==> config.mk <==
export PLATFORM = sky130hd
export DESIGN_NAME = clk_prog_ctrl_flat
export DESIGN_NICKNAME = d
export VERILOG_FILES = /design/src/rtl/clk_prog_pkg.sv /design/src/rtl/clk_prog_ctrl_if.sv /design/src/rtl/clk_prog_shifter.sv /design/src/rtl/clk_prog_ctrl.sv /design/src/flat_wrapper.sv
export SDC_FILE = /design/constraint.sdc
export NUM_CORES = 1
export LEC_CHECK = 0
export ABC_AREA = 1
export BUFFER_PORTS_ARGS = -buffer_cell sky130_fd_sc_hd__buf_4
export CORE_ASPECT_RATIO = 0.9
export CORE_MARGIN = 5
export CORE_UTILIZATION = 60
export DETAILED_ROUTE_END_ITERATION = 6
export PLACE_DENSITY = 0.9
export SLEW_MARGIN = 20
export SYNTH_ARGS = -nofsm -noshare
export SYNTH_HDL_FRONTEND = slang
export SYNTH_SLANG_ARGS = --single-unit
==> constraint.sdc <==
create_clock -name IFCLK -period 3.7 [get_ports IFCLK]
set_input_delay 0.555 -clock IFCLK [delete_from_list [all_inputs] [get_ports IFCLK]]
set_output_delay 0.555 -clock IFCLK [all_outputs]
set_load 0.02 [all_outputs]
==> src/rtl/clk_prog_pkg.sv <==
`default_nettype none
// ============================================================================
// clk_prog_pkg : shared types and command constants for the clock programmer
// Rev 1.0
// ============================================================================
package clk_prog_pkg;

    typedef enum logic [3:0] {
        S_IDLE      = 4'd0,
        S_LOAD_D    = 4'd1,
        S_GAP1      = 4'd2,
        S_LOAD_M    = 4'd3,
        S_GAP2      = 4'd4,
        S_GO        = 4'd5,
        S_SETTLE    = 4'd6,
        S_WAIT_DONE = 4'd7,
        S_RESET_PLL = 4'd8,
        S_REJECT    = 4'd9
    } state_e;

    localparam logic [1:0] ERR_OK        = 2'b00;
    localparam logic [1:0] ERR_TIMEOUT   = 2'b01;
    localparam logic [1:0] ERR_BAD_CMT   = 2'b10;
    localparam logic [1:0] ERR_BAD_PARAM = 2'b11;

    localparam logic [1:0] LOADD = 2'b01;
    localparam logic [1:0] LOADM = 2'b11;

    localparam logic [3:0] SETTLE_SLOTS = 4'd4;
    localparam logic [3:0] c_WORD_SLOTS = 4'd10;

    // Prefix occupies the low bits so it leaves the serializer first.
    function automatic logic [9:0] cmd_word(input logic [1:0] prefix, input logic [7:0] value);
        return {value, prefix};
    endfunction

endpackage
`default_nettype wire

==> src/rtl/clk_prog_ctrl_if.sv <==
`default_nettype none
// ============================================================================
// clk_prog_ctrl_if : request handshake, programming bus and status bundle
// Rev 1.0
// ============================================================================
interface clk_prog_ctrl_if #(
    parameter int NUM_CMT = 2,
    parameter int CMT_W   = 1
) ();
    logic               req_valid;
    logic               req_ready;
    logic [CMT_W-1:0]   req_cmt;
    logic [7:0]         req_m;
    logic [7:0]         req_d;
    logic [NUM_CMT-1:0] progen;
    logic               progdata;
    logic               progclk;
    logic               progdone_inv;
    logic               pll_reset;
    logic               busy;
    logic               done;
    logic [1:0]         err;

    modport master (
        output req_valid, req_cmt, req_m, req_d, progdone_inv,
        input  req_ready, progen, progdata, progclk, pll_reset, busy, done, err
    );

    modport slave (
        input  req_valid, req_cmt, req_m, req_d, progdone_inv,
        output req_ready, progen, progdata, progclk, pll_reset, busy, done, err
    );
endinterface
`default_nettype wire

==> src/rtl/clk_prog_shifter.sv <==
`default_nettype none
// ============================================================================
// clk_prog_shifter : progclk divider, slot strobe and LSB-first serializer
// Rev 1.0
// ============================================================================
module clk_prog_shifter #(
    parameter int PROG_DIV = 2
) (
    input  wire logic       IFCLK,
    input  wire logic       rst_n,
    input  wire logic       en,
    input  wire logic       load,
    input  wire logic [9:0] word,
    input  wire logic [3:0] len,
    output logic            progclk,
    output logic            progdata,
    output logic            slot_end,
    output logic            shift_done
);
    localparam int DIV_W = (PROG_DIV > 1) ? $clog2(PROG_DIV) : 1;

    logic [DIV_W-1:0] r_div;
    logic             r_progclk;
    logic [9:0]       r_sr;
    logic [3:0]       r_cnt;
    logic             w_tick;

    assign w_tick     = en && (r_div == DIV_W'(PROG_DIV - 1));
    assign slot_end   = w_tick && r_progclk;
    assign shift_done = slot_end && (r_cnt == 4'd1);
    assign progclk    = r_progclk;
    assign progdata   = r_sr[0];

    // A load always lands on a slot boundary, so progclk restarts low.
    always_ff @(posedge IFCLK or negedge rst_n) begin
        if (!rst_n) begin
            r_div     <= '0;
            r_progclk <= 1'b0;
            r_sr      <= '0;
            r_cnt     <= '0;
        end else if (load) begin
            r_div     <= '0;
            r_progclk <= 1'b0;
            r_sr      <= word;
            r_cnt     <= len;
        end else if (!en) begin
            r_div     <= '0;
            r_progclk <= 1'b0;
        end else begin
            r_div <= w_tick ? '0 : r_div + DIV_W'(1);
            if (w_tick) begin
                r_progclk <= ~r_progclk;
            end
            if (slot_end) begin
                r_sr <= {1'b0, r_sr[9:1]};
                if (r_cnt != 4'd0) begin
                    r_cnt <= r_cnt - 4'd1;
                end
            end
        end
    end

endmodule
`default_nettype wire

==> src/rtl/clk_prog_ctrl.sv <==
`default_nettype none
// ============================================================================
// clk_prog_ctrl : serializes LoadD/LoadM/GO onto the DCM_CLKGEN program bus
// Rev 1.0
// ============================================================================
module clk_prog_ctrl
    import clk_prog_pkg::*;
#(
    parameter int NUM_CMT    = 2,
    parameter int CMT_W      = 1,
    parameter int PROG_DIV   = 2,
    parameter int TIMEOUT    = 65536,
    parameter int RST_CYCLES = 16
) (
    input  wire logic      IFCLK,
    input  wire logic      rst_n,
    clk_prog_ctrl_if.slave bus
);
    localparam int TMO_W = $clog2(TIMEOUT + 1);
    localparam int RST_W = $clog2(RST_CYCLES + 1);

    state_e             r_state, w_next;
    logic [CMT_W-1:0]   r_cmt, w_sel;
    logic [7:0]         r_m;
    logic [1:0]         r_sync;
    logic [TMO_W-1:0]   r_tmo;
    logic [RST_W-1:0]   r_rcnt;
    logic [NUM_CMT-1:0] r_progen, w_progen_nxt;
    logic               r_pll_reset, r_done, r_ready, w_done_nxt;
    logic [1:0]         r_err, w_err_nxt;
    logic               w_accept, w_bad_cmt, w_bad_m, w_step;
    logic               w_en, w_load, w_slot_end, w_shift_done;
    logic [9:0]         w_word;
    logic [3:0]         w_len;

    assign w_accept  = bus.req_valid && r_ready;
    assign w_bad_cmt = 32'(bus.req_cmt) >= 32'(NUM_CMT);
    assign w_bad_m   = (bus.req_m == 8'd0);
    assign w_step    = w_slot_end && w_shift_done;
    assign w_en      = r_state inside {S_LOAD_D, S_GAP1, S_LOAD_M, S_GAP2, S_GO, S_SETTLE};

    always_ff @(posedge IFCLK or negedge rst_n) begin
        if (!rst_n) begin
            r_state <= S_IDLE;
        end else begin
            r_state <= w_next;
        end
    end

    always_comb begin
        w_next = r_state;
        unique case (r_state)
            S_IDLE:      if (w_accept) w_next = (w_bad_cmt || w_bad_m) ? S_REJECT : S_LOAD_D;
            S_LOAD_D:    if (w_step) w_next = S_GAP1;
            S_GAP1:      if (w_step) w_next = S_LOAD_M;
            S_LOAD_M:    if (w_step) w_next = S_GAP2;
            S_GAP2:      if (w_step) w_next = S_GO;
            S_GO:        if (w_step) w_next = S_SETTLE;
            S_SETTLE:    if (w_step) w_next = S_WAIT_DONE;
            S_WAIT_DONE: begin
                if (!r_sync[1]) begin
                    w_next = S_IDLE;
                end else if (r_tmo == TMO_W'(TIMEOUT)) begin
                    w_next = S_RESET_PLL;
                end
            end
            S_RESET_PLL: if (r_rcnt == RST_W'(RST_CYCLES - 1)) w_next = S_IDLE;
            S_REJECT:    w_next = S_IDLE;
            default:     w_next = S_IDLE;
        endcase
    end

    // Outputs are computed from the next state and registered, so progen and
    // progdata move on the same edge the serializer reloads.
    always_comb begin
        w_load = (w_next != r_state) &&
                 (w_next inside {S_LOAD_D, S_GAP1, S_LOAD_M, S_GAP2, S_GO, S_SETTLE});
        w_word = '0;
        w_len  = 4'd1;
        case (w_next)
            S_LOAD_D: begin w_word = cmd_word(LOADD, bus.req_d); w_len = c_WORD_SLOTS; end
            S_LOAD_M: begin w_word = cmd_word(LOADM, r_m);       w_len = c_WORD_SLOTS; end
            S_SETTLE: w_len = SETTLE_SLOTS;
            default:  ;
        endcase
        w_sel = (r_state == S_IDLE) ? bus.req_cmt : r_cmt;
        for (int i = 0; i < NUM_CMT; i++) begin
            w_progen_nxt[i] = (w_next inside {S_LOAD_D, S_LOAD_M, S_GO}) && (w_sel == CMT_W'(i));
        end
        w_done_nxt = (w_next == S_REJECT) ||
                     ((r_state inside {S_WAIT_DONE, S_RESET_PLL}) && (w_next == S_IDLE));
        w_err_nxt  = r_err;
        if (r_state == S_IDLE && w_accept) begin
            w_err_nxt = w_bad_cmt ? ERR_BAD_CMT : (w_bad_m ? ERR_BAD_PARAM : ERR_OK);
        end else if (r_state == S_RESET_PLL && w_next == S_IDLE) begin
            w_err_nxt = ERR_TIMEOUT;
        end
    end

    always_ff @(posedge IFCLK or negedge rst_n) begin
        if (!rst_n) begin
            r_progen    <= '0;
            r_pll_reset <= 1'b0;
            r_done      <= 1'b0;
            r_err       <= ERR_OK;
            r_ready     <= 1'b0;
            r_sync      <= 2'b11;
            r_cmt       <= '0;
            r_m         <= '0;
            r_tmo       <= '0;
            r_rcnt      <= '0;
        end else begin
            r_progen    <= w_progen_nxt;
            r_pll_reset <= (w_next == S_RESET_PLL);
            r_done      <= w_done_nxt;
            r_err       <= w_err_nxt;
            r_ready     <= (w_next == S_IDLE);
            r_sync      <= {r_sync[0], bus.progdone_inv};
            if (r_state == S_IDLE && w_accept) begin
                r_cmt <= bus.req_cmt;
                r_m   <= bus.req_m;
            end
            if (r_state != S_WAIT_DONE) begin
                r_tmo <= '0;
            end else if (r_tmo != TMO_W'(TIMEOUT)) begin
                r_tmo <= r_tmo + TMO_W'(1);
            end
            r_rcnt <= (r_state == S_RESET_PLL) ? r_rcnt + RST_W'(1) : '0;
        end
    end

    clk_prog_shifter #(
        .PROG_DIV (PROG_DIV)
    ) u_shifter (
        .IFCLK      (IFCLK),
        .rst_n      (rst_n),
        .en         (w_en),
        .load       (w_load),
        .word       (w_word),
        .len        (w_len),
        .progclk    (bus.progclk),
        .progdata   (bus.progdata),
        .slot_end   (w_slot_end),
        .shift_done (w_shift_done)
    );

    assign bus.progen    = r_progen;
    assign bus.pll_reset = r_pll_reset;
    assign bus.done      = r_done;
    assign bus.err       = r_err;
    assign bus.req_ready = r_ready;
    assign bus.busy      = (r_state != S_IDLE);

endmodule
`default_nettype wire

==> src/flat_wrapper.sv <==
// flat-port wrapper written by rule: the top's interface ports become plain ports
module clk_prog_ctrl_flat import clk_prog_pkg::*;
#(
    parameter int NUM_CMT    = 2,
    parameter int CMT_W      = 1,
    parameter int PROG_DIV   = 2,
    parameter int TIMEOUT    = 65536,
    parameter int RST_CYCLES = 16
)
  (IFCLK, rst_n, bus_req_valid, bus_req_cmt, bus_req_m, bus_req_d, bus_progdone_inv, bus_req_ready, bus_progen, bus_progdata, bus_progclk, bus_pll_reset, bus_busy, bus_done, bus_err);
  clk_prog_ctrl_if #(.NUM_CMT(NUM_CMT), .CMT_W(CMT_W)) bus_i ();
  input  wire logic IFCLK;
  input  wire logic rst_n;
  input wire logic [$bits(bus_i.req_valid)-1:0] bus_req_valid;
  input wire logic [$bits(bus_i.req_cmt)-1:0] bus_req_cmt;
  input wire logic [$bits(bus_i.req_m)-1:0] bus_req_m;
  input wire logic [$bits(bus_i.req_d)-1:0] bus_req_d;
  input wire logic [$bits(bus_i.progdone_inv)-1:0] bus_progdone_inv;
  output wire logic [$bits(bus_i.req_ready)-1:0] bus_req_ready;
  output wire logic [$bits(bus_i.progen)-1:0] bus_progen;
  output wire logic [$bits(bus_i.progdata)-1:0] bus_progdata;
  output wire logic [$bits(bus_i.progclk)-1:0] bus_progclk;
  output wire logic [$bits(bus_i.pll_reset)-1:0] bus_pll_reset;
  output wire logic [$bits(bus_i.busy)-1:0] bus_busy;
  output wire logic [$bits(bus_i.done)-1:0] bus_done;
  output wire logic [$bits(bus_i.err)-1:0] bus_err;
  assign bus_i.req_valid = bus_req_valid;
  assign bus_i.req_cmt = bus_req_cmt;
  assign bus_i.req_m = bus_req_m;
  assign bus_i.req_d = bus_req_d;
  assign bus_i.progdone_inv = bus_progdone_inv;
  assign bus_req_ready = bus_i.req_ready;
  assign bus_progen = bus_i.progen;
  assign bus_progdata = bus_i.progdata;
  assign bus_progclk = bus_i.progclk;
  assign bus_pll_reset = bus_i.pll_reset;
  assign bus_busy = bus_i.busy;
  assign bus_done = bus_i.done;
  assign bus_err = bus_i.err;
  clk_prog_ctrl #(.NUM_CMT(NUM_CMT), .CMT_W(CMT_W), .PROG_DIV(PROG_DIV), .TIMEOUT(TIMEOUT), .RST_CYCLES(RST_CYCLES)) u_core (.IFCLK(IFCLK), .rst_n(rst_n), .bus(bus_i));
endmodule
==> results.json <==
{
  "critPathMaxFanout": 30,
  "yosys_register_bits": 60,
  "drt_drc_violations_left": 0,
  "fmaxAchievable_mhz": 371,
  "die_h_um": 79.3,
  "timing.max_cap.violations": 0,
  "route.vias.total": 2808,
  "crit_arrival_ps": 2930,
  "cts.root.buffer_cell": "clkbuf_8",
  "first_global_vias": 2680,
  "required_ps": 3930,
  "fin_setup_tns_ps": 0,
  "power.density_nw_per_um2": 658,
  "period_needed_ps": 2700,
  "comb_power_share_pct": 39.0,
  "ys_seq_area_share_pct": 47.0,
  "power_frac_seq_pct": 37.6,
  "fin_nets": 477,
  "hold_viol": 0,
  "r2r_slack_ps": 1000,
  "core_area_um2": 5220,
  "gp_congestion": 0.854,
  "pin_count": 31,
  "post_cts_buffers": 0,
  "timing.hold.ws_ps": 278,
  "synth_nets": 442,
  "worstMarginPinSlew_ps": 732,
  "drive_above_1_share_pct": 14.6,
  "skew_ps": 11.9,
  "io_buffers": 30,
  "grt_pass1_wl_um": 11700,
  "die_width_um": 87.0,
  "status": "completed",
  "cp-startpoint": "u_core.u_shifter.r_cnt[1]$_DFFE_PN0P_",
  "hold_buffers": 0,
  "maxSlewHeadroom_pct": 51.2,
  "dr.pass1.iters": 7,
  "syn-cell-area_um2": 3200,
  "wire_per_inst_um": 12.8,
  "swShare_pct": 39.3,
  "min-delay-path-class": "input pin to async pin",
  "cts_resized": 0,
  "rsz0062_at_grt": "no",
  "cp-start-kind": "register",
  "worstReg2RegEnd": "u_core.u_shifter.r_cnt[1]$_DFFE_PN0P_",
  "p_leak_nw": 1.85,
  "antenna_left": 0,
  "setup.worst_path.end_class": "register",
  "yosys_warnings": 0,
  "drt-initial-drc-count": 208,
  "final_cells": 520,
  "cts_made_buffers": 9,
  "grt_util_all_layers_pct": 21.5,
  "drv_slew": 0,
  "r2r-start": "u_core.u_shifter.r_cnt[1]$_DFFE_PN0P_",
  "grt-ovfl-total": 0,
  "reg2reg_depth": 14,
  "period_share_pct": 72.9,
  "antenna_found_initial": 0,
  "ir_drop_uv": 514,
  "dp_hpwl_um": 4770,
  "clk_pin_slew_ps": 70,
  "viasPerCell": 5.40,
  "htree_levels": 3,
  "critPathKind": "register to register",
  "clk_latency_ps": 340,
  "p_sw_w": 0.000946,
  "cts.sinks": 60,
  "grt_max_degree": 61,
  "area_growth_pct": 14.2,
  "start_util_pct": 61.3,
  "clock_path_buffers": 2,
  "dp.cells": 505,
  "diodes": 0,
  "row_count": 25,
  "routed_wl_um": 6660,
  "cts_tree": "built",
  "dieArea_um2": 6900,
  "synth_cells": 414,
  "ys_types": 32,
  "syn_area_per_cell_um2": 7.74,
  "p_int_w": 0.00146,
  "crit_path_end": "u_core.u_shifter.r_cnt[1]$_DFFE_PN0P_",
  "clkPwrFrac_pct": 23.4,
  "setup_viol": 0
}
==> cell usage in the layout (no fill, tap or decap), types with 2 or more instances in the layout <==
master    count
nor4_1        4
nand3_1      51
xor2_1        4
nand4_1       6
clkbuf_1      3
dfrtp_1      58
buf_4        30
inv_1        54
nand2_2       7
inv_2         3
nor2_4        3
a21oi_1      17
nand2_1      87
nor3b_1       2
nor3_1        6
nor2_1       51
clkbuf_8     10
dfstp_2       2
o21ai_0      33
ha_1          7
nor2_2        2
==> per-layer routing <==
metal	global-route usage (%)	up-vias	routed length (um)
met5	0	-	0
met4	9.81	0	116
met3	4.46	13	350
met2	33.5	101	3170
met1	28.6	1287	3020
li1	-	1407	-
==> Yosys cell counts <==
cell | number | area share [%]
nor3_1 | 6 | 0.94
nand2_2 | 7 | 1.4
o21ai_0 | 33 | 5.2
nor4_1 | 4 | 0.78
nor2_4 | 3 | 1.1
dfrtp_1 | 58 | 45
ha_1 | 7 | 2.7
buf_6 | 1 | 0.35
dfstp_2 | 2 | 1.6
nor2_1 | 51 | 6.0
nor2_2 | 2 | 0.39
nor3b_1 | 2 | 0.47
buf_4 | 2 | 0.47
nand4_1 | 6 | 1.2
xor2_1 | 4 | 1.1
nand3_4 | 1 | 0.55
nand3_1 | 51 | 8.0
inv_4 | 1 | 0.20
nor3_4 | 1 | 0.51
or4_1 | 1 | 0.23
a21oi_1 | 17 | 2.7
inv_1 | 54 | 6.3
clkinv_1 | 1 | 0.12
o21a_1 | 1 | 0.23
o21ai_2 | 1 | 0.27
o21ai_1 | 1 | 0.16
nor3_2 | 1 | 0.31
a21boi_2 | 1 | 0.35
nand2_1 | 87 | 10
nand3_2 | 1 | 0.31
inv_2 | 3 | 0.35
clkbuf_1 | 3 | 0.35
==> power by group through the flow <==
stage	Sequential, W	Combinational, W	Clock (W)
floorplan	0.000921	0.000688	0
CTS	0.000901	0.000934	0.000564
finish	0.000904	0.000940	0.000563
global placement	0.000906	0.000892	0
global route	0.000921	0.00107	0.000602
detailed placement	0.000911	0.000920	0
==> cell families (layout without fill, tap and decap cells) <==
group           after synthesis  in the layout  share of synthesized area (%)
fa+ha+maj                     7              7                           2.73
xor+xnor                      4              4                           1.09
flops                        60             60                           47.0
simple gates                224            224                           32.2
compound gates               54             54                           8.83
buf+inv                      65            104                           8.16
==> registers in the layout, indices dropped and copies added, names as in the netlist <==
register,cells
u_core.r_tmo,17
u_core.u_shifter.r_sr,10
u_core.r_m,8
u_core.r_rcnt,5
u_core.r_state,4
u_core.u_shifter.r_cnt,4
u_core.bus.err,2
u_core.bus.progen,2
u_core.r_sync,2
u_core.bus.done,1
u_core.bus.pll_reset,1
u_core.bus.req_ready,1
u_core.r_cmt,1
u_core.u_shifter.progclk,1
u_core.u_shifter.r_div,1
==> worst min path at each step <==
stage | to | slack [ps] | startpoint | depth (start not counted)
2_1_floorplan | u_core.bus.done$_DFF_PN0_ | 260 | rst_n | 0
3_3_place_gp | u_core.r_sync[1]$_DFF_PN1_ | 350 | u_core.r_sync[0]$_DFF_PN1_ | 0
3_5_place_dp | u_core.r_sync[1]$_DFF_PN1_ | 350 | u_core.r_sync[0]$_DFF_PN1_ | 0
4_1_cts | u_core.r_rcnt[3]$_DFF_PN0_ | 310 | rst_n | 1
5_1_grt | u_core.r_sync[0]$_DFF_PN1_ | 320 | bus_progdone_inv | 1
6_report | u_core.r_rcnt[1]$_DFF_PN0_ | 280 | rst_n | 1
==> through the flow <==
step	power [W]	cell area (um^2)	utilization [%]	setup slack (ps)
final	0.00241	3660	70.0	1000
after global routing	0.00260	3660	70.0	711
after CTS	0.00240	3660	70.0	1040
after detailed placement	0.00183	3470	66.5	1050
after global placement	0.00180	3470	66.5	1180
after floorplan	0.00161	3200	-	1620
==> worst max-delay path: stages, from the launching register on <==
cell and delay (ps):
dfrtp_1 390, inv_1 120, ha_1 150, nor3b_1 320
nand3_4 170, nand2_2 120, nand2_1 80, a21oi_1 260
nand2_1 90, nand2_1 70, nand2_1 70, nand2_2 400
nand2_1 180, nand2_1 110, nand2_1 50
==> final cells by class <==
cell class / count / area (um^2)
fillers: 359 / 1570
well taps: 67 / 83.8
clock buffers: 13 / 149
flip-flops and latches: 60 / 1500
repair buffers: 30 / 225
inverters: 59 / 224
multi-input cells: 289 / 1440
clock inverters: 2 / 35.0
Power figures use the tool's default switching activity.
